===== src/rtl/mcu_spi_pkg.sv =====
// Shared constants and types for the MCU SPI slave: target codes, FSM states, default ID.
package mcu_spi_pkg;

  localparam int unsigned BYTE_W = 8;
  localparam int unsigned CNT_W  = 3;
  localparam int unsigned TGT_W  = 2;
  localparam int unsigned NUM_CLIENTS = 3;

  localparam logic [TGT_W-1:0] TGT_NONE = 2'd0;
  localparam logic [TGT_W-1:0] TGT_HID  = 2'd1;
  localparam logic [TGT_W-1:0] TGT_OSD  = 2'd2;
  localparam logic [TGT_W-1:0] TGT_SDC  = 2'd3;

  localparam logic [BYTE_W-1:0] MCU_ID_DEFAULT = 8'h5C;

  typedef enum logic [1:0] {
    ST_IDLE    = 2'd0,
    ST_TARGET  = 2'd1,
    ST_PAYLOAD = 2'd2
  } state_t;

  // One-hot client select, bit order {sdc, osd, hid}; unmapped codes select nobody.
  function automatic logic [NUM_CLIENTS-1:0] tgt_onehot(input logic [TGT_W-1:0] tgt);
    case (tgt)
      TGT_HID: return 3'b001;
      TGT_OSD: return 3'b010;
      TGT_SDC: return 3'b100;
      default: return 3'b000;
    endcase
  endfunction

endpackage


===== src/rtl/mcu_spi_if.sv =====
// Byte-stream bus between the MCU SPI slave and its hid/osd/sdc clients.
interface mcu_spi_if;
  import mcu_spi_pkg::*;

  logic              hid_strobe, osd_strobe, sdc_strobe;
  logic              hid_start,  osd_start,  sdc_start;
  logic [BYTE_W-1:0] hid_din,    osd_din,    sdc_din;
  logic [BYTE_W-1:0] hid_dout,   osd_dout,   sdc_dout;

  modport master (
    output hid_strobe, osd_strobe, sdc_strobe,
    output hid_start,  osd_start,  sdc_start,
    output hid_din,    osd_din,    sdc_din,
    input  hid_dout,   osd_dout,   sdc_dout
  );

  modport slave (
    input  hid_strobe, osd_strobe, sdc_strobe,
    input  hid_start,  osd_start,  sdc_start,
    input  hid_din,    osd_din,    sdc_din,
    output hid_dout,   osd_dout,   sdc_dout
  );

endinterface


===== src/rtl/mcu_spi_sync_edge.sv =====
// Multi-flop synchroniser for an asynchronous SPI line with rise/fall detection on the synced level.
module mcu_spi_sync_edge #(
  parameter int unsigned STAGES    = 2,
  parameter logic        RESET_VAL = 1'b0
) (
  input  logic clk,
  input  logic reset,
  input  logic d,
  output logic q,
  output logic rise_c,
  output logic fall_c
);

  logic [STAGES-1:0] sync_q;
  logic              prev_q;

  always_ff @(posedge clk or posedge reset) begin
    if (reset) begin
      sync_q <= {STAGES{RESET_VAL}};
      prev_q <= RESET_VAL;
    end else begin
      sync_q <= {sync_q[STAGES-2:0], d};
      prev_q <= sync_q[STAGES-1];
    end
  end

  assign q      = sync_q[STAGES-1];
  assign rise_c =  sync_q[STAGES-1] & ~prev_q;
  assign fall_c = ~sync_q[STAGES-1] &  prev_q;

endmodule


===== src/rtl/mcu_spi.sv =====
// SPI slave (mode 0, MSB first) from the IO MCU: first byte selects a client, later bytes
// are streamed to it as strobe/start/din while its dout byte is returned on MISO.
module mcu_spi
  import mcu_spi_pkg::*;
#(
  parameter int unsigned       SYNC_STAGES = 2,
  parameter logic [BYTE_W-1:0] MCU_ID      = MCU_ID_DEFAULT
) (
  input  logic       clk,
  input  logic       reset,
  input  logic       spi_io_ss,
  input  logic       spi_io_clk,
  input  logic       spi_io_din,
  output logic       spi_io_dout,
  mcu_spi_if.master  client
);

  logic ss_q, ss_rise_c, ss_fall_c;
  logic sclk_lvl_unused, sclk_rise_c, sclk_fall_c;
  logic [SYNC_STAGES-1:0] din_sync_q;
  logic din_s;

  mcu_spi_sync_edge #(.STAGES(SYNC_STAGES), .RESET_VAL(1'b1)) u_ss_sync (
    .clk(clk), .reset(reset), .d(spi_io_ss),
    .q(ss_q), .rise_c(ss_rise_c), .fall_c(ss_fall_c)
  );

  mcu_spi_sync_edge #(.STAGES(SYNC_STAGES), .RESET_VAL(1'b0)) u_sclk_sync (
    .clk(clk), .reset(reset), .d(spi_io_clk),
    .q(sclk_lvl_unused), .rise_c(sclk_rise_c), .fall_c(sclk_fall_c)
  );

  // MOSI needs the same latency as SCLK so it is stable when the synced rise is seen.
  always_ff @(posedge clk or posedge reset) begin
    if (reset) din_sync_q <= '0;
    else       din_sync_q <= {din_sync_q[SYNC_STAGES-2:0], spi_io_din};
  end
  assign din_s = din_sync_q[SYNC_STAGES-1];

  state_t                 state_q, state_d;
  logic [CNT_W-1:0]       bit_cnt_q, bit_cnt_d;
  logic [BYTE_W-1:0]      rx_q, rx_d, tx_q, tx_d, reply_c;
  logic [TGT_W-1:0]       target_q, target_d;
  logic                   first_q, first_d;
  logic                   byte_done_q, byte_done_d;
  logic [1:0]             reload_q, reload_d;
  logic [NUM_CLIENTS-1:0] strobe_d;
  logic                   start_d, dout_d;

  always_comb begin
    case (target_q)
      TGT_HID: reply_c = client.hid_dout;
      TGT_OSD: reply_c = client.osd_dout;
      TGT_SDC: reply_c = client.sdc_dout;
      default: reply_c = 8'h00;
    endcase
  end

  always_comb begin
    state_d     = state_q;
    bit_cnt_d   = bit_cnt_q;
    rx_d        = rx_q;
    tx_d        = tx_q;
    target_d    = target_q;
    first_d     = first_q;
    byte_done_d = 1'b0;
    reload_d    = {reload_q[0], 1'b0};
    strobe_d    = '0;
    start_d     = 1'b0;

    case (state_q)
      ST_IDLE: begin
        if (ss_fall_c) begin
          state_d   = ST_TARGET;
          tx_d      = MCU_ID;
          bit_cnt_d = '0;
        end
      end
      ST_TARGET, ST_PAYLOAD: begin
        if (sclk_rise_c) begin
          rx_d        = {rx_q[BYTE_W-2:0], din_s};
          bit_cnt_d   = bit_cnt_q + CNT_W'(1);
          byte_done_d = (bit_cnt_q == CNT_W'(7));
        end
        // The fall after the 8th rise ends the byte; skipping it keeps a reloaded MSB on the line.
        if (sclk_fall_c && (bit_cnt_q != '0)) begin
          tx_d = {tx_q[BYTE_W-2:0], 1'b0};
        end
        if (byte_done_q) begin
          if (state_q == ST_TARGET) begin
            target_d = rx_q[TGT_W-1:0];
            first_d  = 1'b1;
            state_d  = ST_PAYLOAD;
          end else begin
            strobe_d    = tgt_onehot(target_q);
            start_d     = first_q;
            first_d     = 1'b0;
            reload_d[0] = 1'b1;
          end
        end
        // Client dout is taken two cycles after the strobe, giving it one cycle to respond.
        if (reload_q[1]) begin
          tx_d = reply_c;
        end
      end
      default: state_d = ST_IDLE;
    endcase

    // Chip-select release wins over everything, including a byte completing this cycle.
    if (ss_rise_c) begin
      state_d     = ST_IDLE;
      bit_cnt_d   = '0;
      byte_done_d = 1'b0;
      reload_d    = '0;
      strobe_d    = '0;
      start_d     = 1'b0;
    end

    dout_d = ss_q ? 1'b1 : tx_d[BYTE_W-1];
  end

  always_ff @(posedge clk or posedge reset) begin
    if (reset) begin
      state_q     <= ST_IDLE;
      bit_cnt_q   <= '0;
      rx_q        <= '0;
      tx_q        <= '0;
      target_q    <= TGT_NONE;
      first_q     <= 1'b0;
      byte_done_q <= 1'b0;
      reload_q    <= '0;
      spi_io_dout <= 1'b1;
    end else begin
      state_q     <= state_d;
      bit_cnt_q   <= bit_cnt_d;
      rx_q        <= rx_d;
      tx_q        <= tx_d;
      target_q    <= target_d;
      first_q     <= first_d;
      byte_done_q <= byte_done_d;
      reload_q    <= reload_d;
      spi_io_dout <= dout_d;
    end
  end

  // Client-facing outputs; an unselected client holds its last din.
  always_ff @(posedge clk or posedge reset) begin
    if (reset) begin
      client.hid_strobe <= 1'b0;
      client.osd_strobe <= 1'b0;
      client.sdc_strobe <= 1'b0;
      client.hid_start  <= 1'b0;
      client.osd_start  <= 1'b0;
      client.sdc_start  <= 1'b0;
      client.hid_din    <= '0;
      client.osd_din    <= '0;
      client.sdc_din    <= '0;
    end else begin
      client.hid_strobe <= strobe_d[0];
      client.osd_strobe <= strobe_d[1];
      client.sdc_strobe <= strobe_d[2];
      client.hid_start  <= strobe_d[0] & start_d;
      client.osd_start  <= strobe_d[1] & start_d;
      client.sdc_start  <= strobe_d[2] & start_d;
      if (strobe_d[0]) client.hid_din <= rx_q;
      if (strobe_d[1]) client.osd_din <= rx_q;
      if (strobe_d[2]) client.sdc_din <= rx_q;
    end
  end

endmodule

===== src/flat_wrapper.sv =====
// flat-port wrapper written by rule: the top's interface ports become plain ports
module mcu_spi_flat import mcu_spi_pkg::*;
#(
  parameter int unsigned       SYNC_STAGES = 2,
  parameter logic [BYTE_W-1:0] MCU_ID      = MCU_ID_DEFAULT
)
  (clk, reset, spi_io_ss, spi_io_clk, spi_io_din, spi_io_dout, client_hid_strobe, client_osd_strobe, client_sdc_strobe, client_hid_start, client_osd_start, client_sdc_start, client_hid_din, client_osd_din, client_sdc_din, client_hid_dout, client_osd_dout, client_sdc_dout);
  mcu_spi_if client_i ();
  input  logic clk;
  input  logic reset;
  input  logic spi_io_ss;
  input  logic spi_io_clk;
  input  logic spi_io_din;
  output logic spi_io_dout;
  output wire logic [$bits(client_i.hid_strobe)-1:0] client_hid_strobe;
  output wire logic [$bits(client_i.osd_strobe)-1:0] client_osd_strobe;
  output wire logic [$bits(client_i.sdc_strobe)-1:0] client_sdc_strobe;
  output wire logic [$bits(client_i.hid_start)-1:0] client_hid_start;
  output wire logic [$bits(client_i.osd_start)-1:0] client_osd_start;
  output wire logic [$bits(client_i.sdc_start)-1:0] client_sdc_start;
  output wire logic [$bits(client_i.hid_din)-1:0] client_hid_din;
  output wire logic [$bits(client_i.osd_din)-1:0] client_osd_din;
  output wire logic [$bits(client_i.sdc_din)-1:0] client_sdc_din;
  input wire logic [$bits(client_i.hid_dout)-1:0] client_hid_dout;
  input wire logic [$bits(client_i.osd_dout)-1:0] client_osd_dout;
  input wire logic [$bits(client_i.sdc_dout)-1:0] client_sdc_dout;
  assign client_hid_strobe = client_i.hid_strobe;
  assign client_osd_strobe = client_i.osd_strobe;
  assign client_sdc_strobe = client_i.sdc_strobe;
  assign client_hid_start = client_i.hid_start;
  assign client_osd_start = client_i.osd_start;
  assign client_sdc_start = client_i.sdc_start;
  assign client_hid_din = client_i.hid_din;
  assign client_osd_din = client_i.osd_din;
  assign client_sdc_din = client_i.sdc_din;
  assign client_i.hid_dout = client_hid_dout;
  assign client_i.osd_dout = client_osd_dout;
  assign client_i.sdc_dout = client_sdc_dout;
  mcu_spi #(.SYNC_STAGES(SYNC_STAGES), .MCU_ID(MCU_ID)) u_core (.clk(clk), .reset(reset), .spi_io_ss(spi_io_ss), .spi_io_clk(spi_io_clk), .spi_io_din(spi_io_din), .spi_io_dout(spi_io_dout), .client(client_i));
endmodule

===== config.mk =====
export PLATFORM = sky130hd
export DESIGN_NAME = mcu_spi_flat
export DESIGN_NICKNAME = d
export VERILOG_FILES = /design/src/rtl/mcu_spi_pkg.sv /design/src/rtl/mcu_spi_if.sv /design/src/rtl/mcu_spi_sync_edge.sv /design/src/rtl/mcu_spi.sv /design/src/flat_wrapper.sv
export SDC_FILE = /design/constraint.sdc
export NUM_CORES = 1
export LEC_CHECK = 0
export ABC_AREA = 1
export ABC_CLOCK_PERIOD_IN_PS = 2330
export BUFFER_PORTS_ARGS = -buffer_cell sky130_fd_sc_hd__buf_2
export CAP_MARGIN = 20
export CORE_MARGIN = 2
export CORE_UTILIZATION = 26
export CTS_CLUSTER_SIZE = 20
export DETAILED_ROUTE_END_ITERATION = 10
export PLACE_DENSITY = 0.51
export SETUP_SLACK_MARGIN = 0.15
export SLEW_MARGIN = 20
export SYNTH_ARGS = -nofsm -noshare
export SYNTH_HDL_FRONTEND = slang
export SYNTH_SLANG_ARGS = --single-unit

===== constraint.sdc =====
create_clock -name clk -period 2.33 [get_ports clk]
set_clock_uncertainty 0.15 [all_clocks]
set_input_delay 0.3495 -clock clk [delete_from_list [all_inputs] [get_ports clk]]
set_output_delay 0.3495 -clock clk [all_outputs]
set_load 0.005 [all_outputs]

======== Word-level counts from Yosys, hierarchy flattened ========
Cells that the tools add are included.
word-level totals
  bits of input ports ..................... 29
  flip-flop bits (word level) ............. 66
  word-level logic and storage cells ...... 92
  output and inout port bits .............. 31
cells by class
  eq/ne operators ......................... 12
  $add $sub $neg .......................... 1
  bitwise operators ....................... 11
  reductions and logical operators ........ 12
  multiplexer cells ....................... 32
operator list
  kind                 number
  $mux 8               3
  $pmux 8 s3           1
  $mux 3               7
  $pmux 8 s2           1
  $ne 3x1->1 const B   5
  $mux 1               12
  $reduce_and 3->1     4
  $mux 2               5
  $pmux 3 s3           1
  $and 1x1->1          7
  $eq 2x2->1 const B   3
  $pmux 3 s2           1
  $reduce_bool 3->1    2
  $eq 2x1->1 const B   2
  $not 1->1            4
  $pmux 2 s2           1
  $reduce_and 2->1     2
  $add 3x1->3 const B  1
  $eq 3x3->1 const B   1
  $logic_not 2->1      1
  $ne 2x1->1 const B   1
  $reduce_bool 2->1    1
  $reduce_or 2->1      1
  $logic_and 1x1->1    1

======== Logic depth before layout (Yosys ltp) ========
  depth after elaboration ................. 7
  depth in mapped cells ................... 11
  mapped depth without buffers ............ 10

======== Cells and area by module ========
From an unflattened synthesis, not the netlist that was laid out.
second synthesis, totals
  cells, all modules ...................... 312
  area total of the unflattened synthesis .. 2942.8 um^2
by module, submodules not included
  module                                  times used  cells an instance  seq. area each (um^2)  area an instance (um^2)
  mcu_spi                                 1           296                1502.7                 2751.4
  mcu_spi_sync_edge (u_core.u_ss_sync)    1           8                  78.8                   97.6
  mcu_spi_sync_edge (u_core.u_sclk_sync)  1           8                  75.1                   93.8

======== Least setup slack after synthesis ========
Ideal clock, no wire load.
  kind .................................... register to register
  start ................................... reg u_core.state_q[0]
  end ..................................... reg u_core.client.sdc_din[0]
  library setup time ...................... 0.123 ns
  path slack .............................. 0.559 ns
  data required time ...................... 2.057 ns
  data arrival time ....................... 1.498 ns
  cell stages (with the launch flop) ...... 12
  period minus slack after synthesis ...... 1.771 ns
  buffers on the path ..................... 2
  cells stage by stage .................... dfrtp_1 > inv_1 > ha_1 > buf_6 > nand2_4 > nor2_8 > nand2_4 > nor2_8 > inv_4 > buf_8 > nand2_2 > o21ai_2
between the ends
  word-level cells in the longest chain between the ends .. 5
  elaborated cells between the ends (all ways) .. 7
  those cells by class .................... eq/ne: 2; mux: 4; reduce/logical: 1
RTL lines
  element                 RTL line                      text
  start, declared         mcu_spi.sv:40                 state_t state_q, state_d;
  start signal, assigned  mcu_spi.sv:134                state_q <= state_d;
  $eq 2x1->1              mcu_spi.sv:71, mcu_spi.sv:90
  $mux 3                  mcu_spi.sv:90                 if (state_q == ST_TARGET) begin
  $mux 3                  mcu_spi.sv:89                 if (byte_done_q) begin
  $mux 3 *                mcu_spi.sv:71                 case (state_q)
  $mux 3 *                mcu_spi.sv:110                if (ss_rise_c) begin
  via u_core.strobe_d[2]  mcu_spi.sv:47                 logic [NUM_CLIENTS-1:0] strobe_d;
  end signal, assigned    mcu_spi.sv:167                if (strobe_d[2]) client.sdc_din <= rx_q;
  end, declared           mcu_spi_if.sv:13              output hid_din, osd_din, sdc_din,
Mark *: on every way through the listed nets, which the timed path passes. The rest lies on a longest branch.
A chain may end at the register's enable or synchronous reset.

======== Final worst setup path ========
  start ................................... reg u_core.state_q[0]
  end ..................................... reg u_core.bit_cnt_q[1]
between the ends
  word-level cells in the longest chain between the ends .. 4
  elaborated cells between the ends (all ways) .. 10
  those cells by class .................... eq/ne: 4; mux: 2; reduce/logical: 4
RTL lines
  element                                                      RTL line        text
  $eq 2x2->1 / $eq 2x1->1 (equally long branches)              mcu_spi.sv:71
  $reduce_or 2->1                                              mcu_spi.sv:71
  $ne 3x1->1 (no line), or another cell as far along           n/a
  $reduce_and 3->1 (no line) / $mux 3 (equally long branches)  n/a
  end signal, assigned                                         mcu_spi.sv:135  bit_cnt_q <= bit_cnt_d;
  end, declared                                                mcu_spi.sv:41   logic [CNT_W-1:0] bit_cnt_q, bit_cnt_d;
Several ways; a longest one is shown, not always the timed one.

==> results.json <==
{
  "crit_cells": 8,
  "ys_types": 29,
  "critical-path-max-stage-delay_ns": 0.45,
  "finish.utilization_pct": 33.2,
  "power_frac_clock_pct": 37.5,
  "routabilityCongestion": 0.819,
  "switchingPower_uw": 1150,
  "cts.sinks": 66,
  "yosys_register_bits": 66,
  "rrSetupSlack_ns": 0.45,
  "final.setup.tns_ns": 0,
  "max_slew_margin_pct": 67.4,
  "syn_avg_cell_area_um2": 9.76,
  "via_count": 2281,
  "cts.clk_slew.worst_paths_ns": 0.05,
  "crit_slowest_cell": "ha_2",
  "drv_cap": 0,
  "core_um2": 11400,
  "yosys.area_share.adder_pct": 3.30,
  "ant_nets": 0,
  "wl_mm": 6.59,
  "drcViolationCount": 0,
  "p_sw_share_pct": 32.1,
  "finalSetupViolations": 0,
  "run_status": "finished clean",
  "hold_viol_final": 0,
  "yosys-mux-area-fraction_pct": 0,
  "place_ws_ns": 0.396,
  "ys_seq_area_share_pct": 54.6,
  "cts_tree": "yes",
  "detailed_place_hpwl_mm": 4.79,
  "drive_gt1_share_pct": 33.9,
  "firstDrtPassIters": 4,
  "p_leak_uw": 0.00190,
  "die_h_um": 112,
  "timing.final.crit_period_ns": 1.88,
  "ir_drop_mv": 0.387,
  "drt_iter0_drc": 132,
  "yosys.area_share.simple_pct": 23.8,
  "end_kind": "register",
  "synthTopCellsByCount": "86 x nand2_1, 62 x dfrtp_1, 23 x inv_1, 22 x nand3_1, 21 x o21ai_2",
  "r2r_cells": 8,
  "dieArea_um2": 12600,
  "startpoint": "u_core.state_q[0]$_DFFE_PP0P_",
  "synth.top_cell.area_share_pct": 51.1,
  "grt_pass1_wl_mm": 11.3,
  "cts_made_buffers": 9,
  "synth.area.top_cells": "dfrtp_1 51%, nand2_1 11%, o21ai_2 6.1%",
  "layout_setup_ws_ns": 0.451,
  "yosysWarnings": 0,
  "worstSetupPathType": "reg2reg",
  "internal-power_uw": 2420,
  "num_rows": 39,
  "cp_num_buf_inv": 3,
  "finish.net_count": 416,
  "cp_top_family": "simple AND/OR/NAND/NOR gates",
  "io_pins": 60,
  "holdWs_ns": 0.197,
  "fin_crit_sh_pct": 80.6,
  "synth_top_family_by_area": "simple AND/OR/NAND/NOR gates",
  "crit_required_ns": 2.41,
  "drt-vias-per-instance": 4.33,
  "combPwrFrac_pct": 23.7,
  "syn_inst": 311,
  "crit-reg2reg-launch": "u_core.state_q[0]$_DFFE_PP0P_",
  "synth_xor_area_share_pct": 0,
  "startpoint_type": "register",
  "cts.path.max_buffers": 2,
  "tightest_slew_ns": 0.489,
  "grt_pass1_vias": 2272,
  "cts_root_buffer": "clkbuf_16",
  "grt_usage_pct": 11.4,
  "antennaDiodeCount": 0,
  "synth_ff_type": "dfrtp_1",
  "insertion_delay_ns": 0.32,
  "grt.overflow.total": 0,
  "grt_setup_unrepaired": "no",
  "synth_nets": 348,
  "power_density_nw_per_um2": 943,
  "synth_top_area_cell": "dfrtp_1",
  "grt_max_degree": 67,
  "antenna_found_initial": 0,
  "synth_enable_flop_cells": 0,
  "crit_chain": "inv_1 > ha_2 > inv_2 > nor2_1 > inv_1 > nor2_1 > nand2_1 > o21ai_0",
  "yosysMostFrequentCell": "nand2_1",
  "dieWidth_um": 112,
  "initial_core_util_pct": 26.6,
  "seq_power_share_pct": 38.8,
  "synthArstFlopShare_pct": 100,
  "critPathMaxFanout": 9,
  "timing.hold.worst.class": "reg2reg",
  "synth_compound_area_share_pct": 11.2,
  "slew_viol_final": 0,
  "io_buffers": 59,
  "regToRegEndpoint": "u_core.bit_cnt_q[1]$_DFFE_PP0P_",
  "htreeDepth": 3,
  "wl_per_cell_um": 12.5,
  "fmax_ghz": 0.532,
  "areaGrowthSynthToFinish_pct": 24.8,
  "cp-endpoint": "u_core.bit_cnt_q[1]$_DFFE_PP0P_",
  "cp.arrival_ns": 1.96,
  "syn_area_um2": 3040,
  "power_uw": 3570
}
[layout by cell type (no fill, tap or decap)]
cell           Yosys  layout
a21oi_4            1       1
ha_1               8       7
nand2_2            6       6
inv_1             23      22
buf_12             2       1
clkinvlp_4         0       1
nand2_1           86      86
nor2_4             2       2
clkbuf_8           0       1
o21ai_2           21      21
nor2_8             2       2
o22ai_1            1       1
dlygate4sd3_1      0       4
nand2_4            2       2
dfrtp_1           62      62
a21oi_1           11      11
inv_8              1       1
clkinv_2           0       1
clkinv_1           1       1
clkbuf_16          0       9
buf_4              2       1
bufinv_16          0       1
nand2_8            2       2
dfstp_2            4       4
or2_2              1       1
nand3_1           22      22
clkbuf_1           2       2
ha_2               0       1
nor2_1            14      14
nor2_2             5       5
o21ai_0           16      16
clkinv_4           0       1
nand4_1            6       6
inv_4              1       1
buf_2              0      59
inv_2              5       6
[sequential cells by signal, indices dropped and copies added, names as in the netlist, 3 cells and up]
| register | cells |
|---|---|
| u_core.bit_cnt_q | 3 |
| u_core.client.hid_din | 8 |
| u_core.client.osd_din | 8 |
| u_core.client.sdc_din | 8 |
| u_core.rx_q | 8 |
| u_core.tx_q | 8 |
[per-stage QoR]
| stage | cells | cell area, um^2 |
|---|---|---|
| finish | 527 | 3790 |
| global route | 527 | 3790 |
| CTS | 527 | 3790 |
| detailed placement | 507 | 3450 |
| global placement | 507 | 3450 |
| floorplan | 311 | 3040 |
[timing repair]
item	4_1_cts	5_1_grt
hold endpoints to repair	65	0
buffers inserted	0	0
resized for setup	0	1
hold buffers	4	0
endpoints found under the setup margin	0	2
[per-layer routing]
layer | vias to the layer above | wire length (um) | track usage, %
met1 | 1065 | 3270 | 16.2
met5 | - | 0 | 0
met4 | 0 | 79 | 4.23
li1 | 1143 | - | -
met2 | 64 | 2870 | 16.5
met3 | 9 | 365 | 3.24
[cell families (layout without fill, tap and decap cells)]
group | after synthesis | after routing
fa+ha+maj | 8 | 8
compound gates | 50 | 50
simple gates | 148 | 148
buf+inv | 39 | 112
flops | 66 | 66
[worst min-delay path by stage]
stage / from / end / depth (start not counted)
floorplan: u_core.din_sync_q[0]$_DFF_PP0_ / u_core.din_sync_q[1]$_DFF_PP0_ / 0
global placement: u_core.din_sync_q[0]$_DFF_PP0_ / u_core.din_sync_q[1]$_DFF_PP0_ / 0
detailed placement: u_core.din_sync_q[0]$_DFF_PP0_ / u_core.din_sync_q[1]$_DFF_PP0_ / 0
CTS: u_core.din_sync_q[0]$_DFF_PP0_ / u_core.din_sync_q[1]$_DFF_PP0_ / 0
global route: u_core.din_sync_q[0]$_DFF_PP0_ / u_core.din_sync_q[1]$_DFF_PP0_ / 0
finish: u_core.u_sclk_sync.sync_q[0]$_DFF_PP0_ / u_core.u_sclk_sync.sync_q[1]$_DFF_PP0_ / 0
[final cells by class]
class	instances	area, um^2
Fill cell	1169	7630
Sequential cell	66	1660
Multi-Input combinational cell	206	1170
Timing Repair Buffer	65	363
Clock buffer	12	246
Tap cell	143	179
Inverter	31	126
Clock inverter	4	51.3
[power by group through the flow]
stage / clock, uW / sequential (uW) / combinational, uW
after floorplan: 0 / 1380 / 648
after global placement: 0 / 1410 / 820
after detailed placement: 0 / 1400 / 839
after CTS: 1370 / 1390 / 848
after global routing: 1430 / 1400 / 976
final: 1340 / 1390 / 847
Note: power is estimated with default switching activity, not from simulation.
